`src/rtl/pwm_pkg.sv`:
```
// Shared constants for the PWM channel bank: default sizing and the
// up/down counter direction encoding used by the center-aligned mode.
package pwm_pkg;

  localparam int DEFAULT_WIDTH    = 16;
  localparam int DEFAULT_CHANNELS = 4;

  typedef enum logic {
    DIR_UP   = 1'b0,
    DIR_DOWN = 1'b1
  } dir_t;

endpackage

```
`src/rtl/pwm_channel.sv`:
```
// One PWM channel: compare shadow, registered channel state, and the
// rise/fall event pulses derived from the un-inverted state.
module pwm_channel
  import pwm_pkg::*;
#(
  parameter int WIDTH = DEFAULT_WIDTH
) (
  input  logic             clk,
  input  logic             rst,
  input  logic             enable,
  input  logic             load,
  input  logic [WIDTH-1:0] compare,
  input  logic             channel_enable,
  input  logic             invert,
  input  logic [WIDTH-1:0] counter,
  output logic             pwm_out,
  output logic             rise,
  output logic             fall
);

  logic [WIDTH-1:0] compare_shadow;
  logic             state;
  logic             last_state;

  always_ff @(posedge clk) begin
    if (rst) begin
      compare_shadow <= '0;
      state          <= 1'b0;
      last_state     <= 1'b0;
      rise           <= 1'b0;
      fall           <= 1'b0;
    end else begin
      if (load) compare_shadow <= compare;
      state      <= enable & channel_enable & (counter < compare_shadow);
      last_state <= state;
      rise       <= state & ~last_state;
      fall       <= ~state & last_state;
    end
  end

  // Polarity is applied after the state register so it takes effect immediately.
  assign pwm_out = state ^ invert;

endmodule

```
`src/rtl/pwm_channel_bank.sv`:
```
// Multi-channel PWM with one shared period counter and shadowed top/compare.
// Define PWM_CENTER_ALIGN_EN to add the up/down (center-aligned) counting mode.
module pwm_channel_bank
  import pwm_pkg::*;
#(
  parameter int WIDTH    = DEFAULT_WIDTH,
  parameter int CHANNELS = DEFAULT_CHANNELS
) (
  input  logic                      clk,
  input  logic                      rst,
  input  logic                      enable,
  input  logic [WIDTH-1:0]          top,
  input  logic [CHANNELS*WIDTH-1:0] compare,
  input  logic [CHANNELS-1:0]       channelEnable,
  input  logic [CHANNELS-1:0]       invert,
  input  logic                      centerAlign,
  output logic [WIDTH-1:0]          counterValue,
  output logic                      periodStart,
  output logic [CHANNELS-1:0]       pwm_out,
  output logic [CHANNELS-1:0]       compareRise,
  output logic [CHANNELS-1:0]       compareFall
);

  localparam logic [WIDTH-1:0] ONE = WIDTH'(1);

  logic [WIDTH-1:0] counter;
  logic [WIDTH-1:0] counter_next;
  logic [WIDTH-1:0] top_shadow;
  logic             load;

`ifdef PWM_CENTER_ALIGN_EN
  dir_t dir;
  dir_t dir_next;
  logic center_shadow;

  always_comb begin
    counter_next = counter;
    dir_next     = dir;
    if (center_shadow) begin
      if (dir == DIR_UP) begin
        if (counter >= top_shadow) begin
          counter_next = (counter == '0) ? '0 : counter - ONE;
          dir_next     = DIR_DOWN;
        end else begin
          counter_next = counter + ONE;
        end
      end else begin
        counter_next = (counter == '0) ? '0 : counter - ONE;
      end
      // Every arrival at 0 turns the count back upward.
      if (counter_next == '0) dir_next = DIR_UP;
    end else begin
      counter_next = (counter == top_shadow) ? '0 : counter + ONE;
      dir_next     = DIR_UP;
    end
  end
`else
  logic unused_center_align;
  assign unused_center_align = centerAlign;

  always_comb begin
    counter_next = (counter == top_shadow) ? '0 : counter + ONE;
  end
`endif

  // Shadows follow the live inputs while stopped and at each period boundary.
  assign load = ~enable | (counter_next == '0);

  always_ff @(posedge clk) begin
    if (rst) begin
      counter    <= '0;
      top_shadow <= '0;
`ifdef PWM_CENTER_ALIGN_EN
      dir           <= DIR_UP;
      center_shadow <= 1'b0;
`endif
    end else begin
      counter <= enable ? counter_next : '0;
      if (load) top_shadow <= top;
`ifdef PWM_CENTER_ALIGN_EN
      dir <= enable ? dir_next : DIR_UP;
      if (load) center_shadow <= centerAlign;
`endif
    end
  end

  assign counterValue = counter;
  assign periodStart  = enable & (counter == '0);

  for (genvar i = 0; i < CHANNELS; i++) begin : g_ch
    pwm_channel #(.WIDTH(WIDTH)) u_ch (
      .clk           (clk),
      .rst           (rst),
      .enable        (enable),
      .load          (load),
      .compare       (compare[i*WIDTH +: WIDTH]),
      .channel_enable(channelEnable[i]),
      .invert        (invert[i]),
      .counter       (counter),
      .pwm_out       (pwm_out[i]),
      .rise          (compareRise[i]),
      .fall          (compareFall[i])
    );
  end

endmodule

```
`config.mk`:
```
export PLATFORM = sky130hd
export DESIGN_NAME = pwm_channel_bank
export DESIGN_NICKNAME = d
export VERILOG_FILES = /design/src/rtl/pwm_pkg.sv /design/src/rtl/pwm_channel.sv /design/src/rtl/pwm_channel_bank.sv
export SDC_FILE = /design/constraint.sdc
export NUM_CORES = 1
export LEC_CHECK = 0
export CAP_MARGIN = 40
export CORE_AREA = 2 2 113 115
export DETAILED_ROUTE_END_ITERATION = 7
export DIE_AREA = 0 0 115 117
export GPL_TIMING_DRIVEN = 0
export HOLD_SLACK_MARGIN = 0.08
export PLACE_DENSITY = 0.9
export SETUP_SLACK_MARGIN = 0.1
export SYNTH_ARGS = -nofsm -noshare
export SYNTH_HDL_FRONTEND = slang
export SYNTH_HIERARCHICAL = 1
export SYNTH_SLANG_ARGS = --single-unit
```
`constraint.sdc`:
```
create_clock -name clk -period 4.65 [get_ports clk]
set_clock_uncertainty 0.1 [all_clocks]
set_input_delay 1.1625 -clock clk [delete_from_list [all_inputs] [get_ports clk]]
set_output_delay 1.1625 -clock clk [all_outputs]
set_load 0.02 [all_outputs]
```
==> results.txt, run 1 <==
Cell taking the most area after synthesis - dfxtp_1
Min-delay worst type - reg2reg
Layout cells sized above 1 - 6.577%
Status - finished, final reports clean
Antenna Nets Post-Route - 0
# port buffers - 118
Slew @ Worst Pin - 0.7686 ns
EDFF count, synth - 0
Register area - 0.002242 mm^2
First drt pass iteration count - 5
DP Cell Count - 955
MaxCap Viol Count - 0
CP Data Required Time - 3.39 ns
Final std cells w/o fill - 971
Vias in the first global route - 5410
H-tree depth - 3
Max stage delay on crit path - 0.66 ns
Overall die height - 117 um
Total grt overflow - 0
Synth-to-layout area growth - 26.25%
Worst hold slack - 0.3087 ns
Initial DRC count - 391
Cell Area, Synth - 0.006339 mm^2
Setup ws final - 0.2726 ns
Vias - 5475
Met2 Track Usage GR - 41.10%
Synth Instances - 687
Largest net degree at the start of global routing - 19
Seq/Total Area, Yosys - 35.37%
Synthesized area per cell - 9.226 um^2
Root Driver - clkbuf_16
Initial antenna violation count - 0
Slowest CP cell - clkdlybuf4s50_1
Final setup violation count - 0
# Post-CTS Setup Buffers - 0
Clk sink count - 112
Distinct cells, synth - 47
Ports - 121
Worst setup EP type - primary output
Peak VDD IR - 0.1954 mV
Total power - 2.233 mW
Syn nets - 841
RD Place Congestion - 0.8868
CP Max Fanout - 6
Final wirelength - 15930 um
Global-route wire length before repair - 25540 um
CTS buffer count - 9
Post-layout util - 65.00%
Crit share post-route - 94.14%
Layout Nets - 970
F_max - 228.4 MHz
Minimum clock period - 4.377 ns
RSZ-0062 raised after global routing - false
Starting density of the core - 51.48%
Power Density - 279.1 mW/mm^2
Total Routing Usage GR - 24.12%
Async set-reset flop share out of synthesis - 0%
Cells along the critical path - dlygate4sd2_1, nand4_1, or4_1, nor3_1, clkdlybuf4s50_1
Post-Place Setup Slack - 0.04207 ns
Most Crowded Layer GR - met2
Area contributors post-synth - dfxtp_1 (35%), ha_1 (12%), mux2i_1 (10%), nor2_1 (5.4%), inv_1 (3.8%)
Worst-case clock buffer depth - 2
CTS tree - yes
Slew headroom - 48.69%
Post-route DRC - 0
Final Hold Viols - 0
CP Class - in2out
Yosys warns - 6
Core area - 0.01231 mm^2
Leak Pwr - 3.469 nW
Num rows - 41
Critical Path AT - 3.11 ns
#FFs+latches synth - 112
Vias per cell - 5.639
Routed len/inst - 16.41 um
CTS clk-pin slew, worst paths - 0.07 ns
DP HPWL - 11600 um
Die Wd - 115 um
Synth Flop Type - dfxtp_1
Die Footprint - 0.01346 mm^2
Diodes inserted - 0
Worst-Skew Late Latency - 0.34 ns
Top-area cell type share of the netlist area - 35.37%
Setup crit start kind - primary input
Max-slew violations - 0
GR Util met1 - 29.98%
Met3 global-route usage - 3.708%
Fill count - 965
Multi-input logic area - 0.003598 mm^2
[per-layer routing]
| metal | vias to the layer above | share of wire [%] |
|---|---|---|
| met5 | - | 0 |
| met4 | 0 | 4.2 |
| met3 | 51 | 4.9 |
| met2 | 195 | 47 |
| met1 | 2569 | 44 |
| li1 | 2660 | - |
[what timing repair did]
| item | 4_1_cts | 5_1_grt |
|---|---|---|
| gates resized for setup | 1 | 1 |
| setup endpoints to repair | 1 | 5 |
| hold buffers | 0 | 0 |
[metrics by stage]
step,instance area [um^2],setup TNS (ns)
3_3_place_gp,7707,-0.02705
3_5_place_dp,7707,0
4_1_cts,8003,0
2_1_floorplan,6339,0
6_report,8003,0
5_1_grt,8003,0
[worst max-delay path, delay by kind of cell]
| family | cells | cell delay [ns] |
|---|---|---|
| buffers and inverters | 2 | 1.13 |
| AND/OR/NAND/NOR | 3 | 0.82 |
[cells in the mapped netlist, drive strengths merged (16+ instances only)]
library cell and instances:
o2111ai 17, inv 64, clkbuf 21, nor3b 21, ha 62, nor2 91
xnor2 25, a41oi 16, buf 24, nand2 28, nand4 21, a21oi 18
dfxtp 112, mux2i 64
[where the power goes]
group / switching, mW / total (mW) / internal (mW)
Clock: 0.353 / 0.773 / 0.420
Sequential: 0.0371 / 1.06 / 1.02
Combinational: 0.191 / 0.403 / 0.213
Total: 0.581 / 2.23 / 1.65
[cell families after synthesis]
family | after synthesis | share of synthesized area (%)
simple gates | 206 | 16.42
fa+ha+maj | 62 | 12.24
mux | 64 | 10.11
buf+inv | 109 | 7.856
compound gates | 99 | 13.17
flops | 112 | 35.37
xor+xnor | 35 | 4.836
[cell type report]
cell class | count | area share (%)
sequential | 112 | 28.02
clock buffer | 10 | 2.861
timing repair buffer | 118 | 14.74
multi-input combinational | 466 | 44.97
clock inverter | 6 | 0.8443
inverter | 64 | 3.002
buffer | 45 | 3.221
tap | 150 | 2.345
[registers in the layout, indices dropped and copies added (netlist names)]
signal,flops
g_ch.u_ch/state,4
g_ch.u_ch/fall,4
top_shadow,16
g_ch.u_ch/rise,4
g_ch.u_ch/last_state,4
g_ch.u_ch/compare_shadow,64
counterValue,16
[final timing paths]
check                                          start                                           end  slack (ns)  cells after the start
setup reg to reg          counterValue[4]$_SDFF_PP0_  g_ch[0].u_ch/compare_shadow[12]$_SDFFE_PP0P_        0.45                     12
setup / recovery                              enable                                   periodStart        0.27                      5
hold reg to reg   g_ch[3].u_ch/last_state$_SDFF_PP0_                  g_ch[3].u_ch/rise$_SDFF_PP0_        0.31                      1
hold / removal    g_ch[3].u_ch/last_state$_SDFF_PP0_                  g_ch[3].u_ch/rise$_SDFF_PP0_        0.31                      1
[placed cells by master (no fill, tap or decap), drive strengths merged, types with 16 or more instances in the layout]
cell type        n
a21oi           18
a41oi           16
buf             24
clkbuf          31
clkdlybuf4s50  117
dfxtp          112
ha              62
inv             65
mux2i           64
nand2           28
nand4           21
nor2            91
nor3b           21
o2111ai         17
xnor2           25
(Power assumes the default switching activity.)
==> inputs of run 2 (changes only) <==
--- a/config.mk
+++ b/config.mk
@@ -5,10 +5,11 @@
 export SDC_FILE = /design/constraint.sdc
 export NUM_CORES = 1
 export LEC_CHECK = 0
+export ABC_AREA = 1
 export CAP_MARGIN = 40
-export CORE_AREA = 2 2 113 115
+export CORE_AREA = 2 2 112 114
 export DETAILED_ROUTE_END_ITERATION = 7
-export DIE_AREA = 0 0 115 117
+export DIE_AREA = 0 0 114 116
 export GPL_TIMING_DRIVEN = 0
 export HOLD_SLACK_MARGIN = 0.08
 export PLACE_DENSITY = 0.9
==> constraint.sdc (replaced) <==
create_clock -name clk -period 4.8 [get_ports clk]
set_clock_uncertainty 0.1 [all_clocks]
set_input_delay 1.2 -clock clk [delete_from_list [all_inputs] [get_ports clk]]
set_output_delay 1.2 -clock clk [all_outputs]
set_load 0.02 [all_outputs]
==> run 2 against run 1 <==
Compared with the run above: final cell count grew 17%; global-route usage grew 0.98 points; sequential power shrank 4%; total power shrank 2.0%; final area shrank 1.2%; register-to-register slack gained 0.89 ns; area after synthesis shrank 1.7%; setup slack is essentially flat; combinational power grew 1%; die area shrank 1.7%; critical endpoint unchanged; highest routed layer unchanged.
==> results.txt, run 2 <==
Status - finished, final reports clean
Hold buffer count at CTS - 0 (unchanged)
Ports - 121 (unchanged)
Synth Flop Type - dfxtp_1
# Post-CTS Setup Buffers - 0 (unchanged)
Die Wd - 114 um (-0.87%)
Commonest non-fill, non-tap cells in the layout - nand2_1 (181), nor2_1 (139), inv_1 (119), clkdlybuf4s50_1 (119), dfxtp_1 (112)
Area contributors post-synth - dfxtp_1 (36%), ha_1 (12%), nand2_1 (11%), nor2_1 (8.4%), a211oi_1 (7.2%)
Total Routing Usage GR - 25.11% (+0.98 points)
Worst setup EP type - primary output
Min-delay worst type - reg2reg
# port buffers - 119 (+0.85%)
Final Hold Viols - 0 (unchanged)
Total power - 2.188 mW (-2.0%)
Seq/Total Area, Yosys - 35.99% (+0.62 points)
Largest Register - g_ch.u_ch/compare_shadow
CP Max Fanout - 8 (+2)
Peak VDD IR - 0.2056 mV (+5.3%)
Synth-to-layout area growth - 26.87%
Leak Pwr - 3.593 nW (+3.6%)
Initial DRC count - 466 (+19%)
Distinct cells, synth - 29 (-38%)
Count leader, synth - nand2_1
Critical Path AT - 3.23 ns (+0.12 ns)
#FFs+latches synth - 112 (unchanged)
Root Driver - clkbuf_16
H-tree depth - 3 (unchanged)
Power Density - 276.8 mW/mm^2 (-0.81%)
Met2 Track Usage GR - 41.94% (+0.85 points)
Cell taking the most area after synthesis - dfxtp_1
Vias - 5939 (+8.5%)
First drt pass iteration count - 6 (+1)
Synthesized area per cell - 7.312 um^2 (-21%)
CP Class - in2out
Commonest non-fill, non-tap cell in the layout - nand2_1
CP Data Required Time - 3.50 ns (+0.11 ns)
Core area - 0.01191 mm^2 (-3.3%)
Top-area cell type share of the netlist area - 35.99% (+0.62 points)
Largest net degree at the start of global routing - 19 (unchanged)
GR Util met1 - 31.55% (+1.6 points)
Max reg flops - 64 (unchanged)
Worst-case clock buffer depth - 2 (unchanged)
F_max - 220.9 MHz
CTS tree - yes
Starting density of the core - 52.30% (+0.82 points)
Total grt overflow - 0 (unchanged)
EDFF count, synth - 0 (unchanged)
Yosys warns - 6 (unchanged)
Synth Instances - 852 (+24%)
Num rows - 40 (-2.4%)
Post-route DRC - 0 (unchanged)
Slew headroom - 51.13% (+2.4 points)
Sum Neg Setup Slack - 0 ns (unchanged)
Crit share post-route - 94.31%
Layout Nets - 1136 (+17%)
CTS buffer count - 9 (unchanged)
Diodes inserted - 0 (unchanged)
Setup crit start kind - primary input
Met3 global-route usage - 3.713% (+0.0059 points)
Commonest cells post-synth - nand2_1 (181), nor2_1 (139), inv_1 (119), dfxtp_1 (112), ha_1 (62)
Vias in the first global route - 5776 (+6.8%)
MaxCap Viol Count - 0 (unchanged)
RD Place Congestion - 0.8816 (-0.59%)
Routed len/inst - 14.45 um (-12%)
Initial antenna violation count - 0 (unchanged)
Clk sink count - 112 (unchanged)
Fill count - 985 (+2.1%)
Post-cts gate resize count - 0 (-1)
Syn nets - 1006 (+20%)
Final setup violation count - 0 (unchanged)
Async set-reset flop share out of synthesis - 0% (unchanged)
Global-route wire length before repair - 26360 um (+3.2%)
Most Crowded Layer GR - met2
Final wirelength - 16390 um (+2.9%)
Cell Area, Synth - 0.006230 mm^2 (-1.7%)
Die Footprint - 0.01322 mm^2 (-1.7%)
Layout cells sized above 1 - 7.599% (+1.0 points)
Final std cells w/o fill - 1134 (+17%)
DP Cell Count - 1118 (+17%)
Vias per cell - 5.237 (-7.1%)
RSZ-0062 raised after global routing - false
Worst-Skew Late Latency - 0.35 ns (about the same)
Overall die height - 116 um (-0.85%)
Slew @ Worst Pin - 0.7320 ns (-0.03663 ns)
Antenna Nets Post-Route - 0 (unchanged)
Minimum clock period - 4.527 ns
DP HPWL - 11760 um (+1.4%)
CTS clk-pin slew, worst paths - 0.07 ns (about the same)
Max-slew violations - 0 (unchanged)
run 2: cell count changes after synthesis, sizes merged, moves of 17 or more:
cell / before / now
nand2: 28 / 188
a21oi: 18 / 51
inv: 64 / 124
nor2: 91 / 144
nor3b: 21 / 0
o2111ai: 17 / 0
xnor2: 25 / 2
mux2i: 64 / 0
a211oi: 6 / 60
run 2: power breakdown:
group	switching (mW)	internal, mW
combinational	0.222	0.187
clock	0.355	0.408
sequential	0.0241	0.992
run 2: metal layers:
metal | wire [um] | share of wire (%)
met5 | 0 | 0
met4 | 714 | 4.4
met3 | 1128 | 6.9
met2 | 7562 | 46
met1 | 6981 | 43
run 2: final cells by class:
type / instances / area (um^2) / area share, %
sequential: 112 / 2242 / 28.37
buffer: 31 / 197.7 / 2.501
multi-input combinational: 584 / 3322 / 42.03
tap: 147 / 183.9 / 2.327
timing repair buffer: 119 / 1191 / 15.07
clock buffer: 10 / 229.0 / 2.897
clock inverter: 6 / 68.82 / 0.8707
inverter: 125 / 469.2 / 5.936
run 2: cells by family after synthesis:
logic type	Yosys count	share of synthesized area, %
simple gates	381	26.11
buf+inv	156	10.69
compound gates	128	12.93
flops	112	35.99
fa+ha+maj	62	12.45
xor+xnor	13	1.828
run 2: worst paths after layout:
check,slack [ns],to,cells after the start,start
setup / recovery,0.27,periodStart,5,enable
hold / removal,0.32,g_ch[1].u_ch/rise$_SDFF_PP0_,1,g_ch[1].u_ch/last_state$_SDFF_PP0_
setup reg to reg,1.34,g_ch[2].u_ch/compare_shadow[11]$_SDFFE_PP0P_,16,counterValue[5]$_SDFF_PP0_
hold reg to reg,0.32,g_ch[1].u_ch/rise$_SDFF_PP0_,1,g_ch[1].u_ch/last_state$_SDFF_PP0_
run 2: critical path, cell delays in order:
cell and delay, ns:
clkdlybuf4s50_1 0.66, clkbuf_2 0.26, nand4_1 0.11, nor3_1 0.31, clkdlybuf4s50_1 0.67
run 2: per-stage QoR:
step	hold WS [ns]	util (%)	cell area, um^2	setup slack, ns
floorplan	0.3001	-	6230	1.468
global placement	0.3027	63.84	7605	0.2071
detailed placement	0.3086	63.84	7605	0.2130
CTS	0.3201	66.34	7903	0.1967
global route	0.3291	66.36	7904	0.2019
finish	0.3197	66.36	7904	0.2730
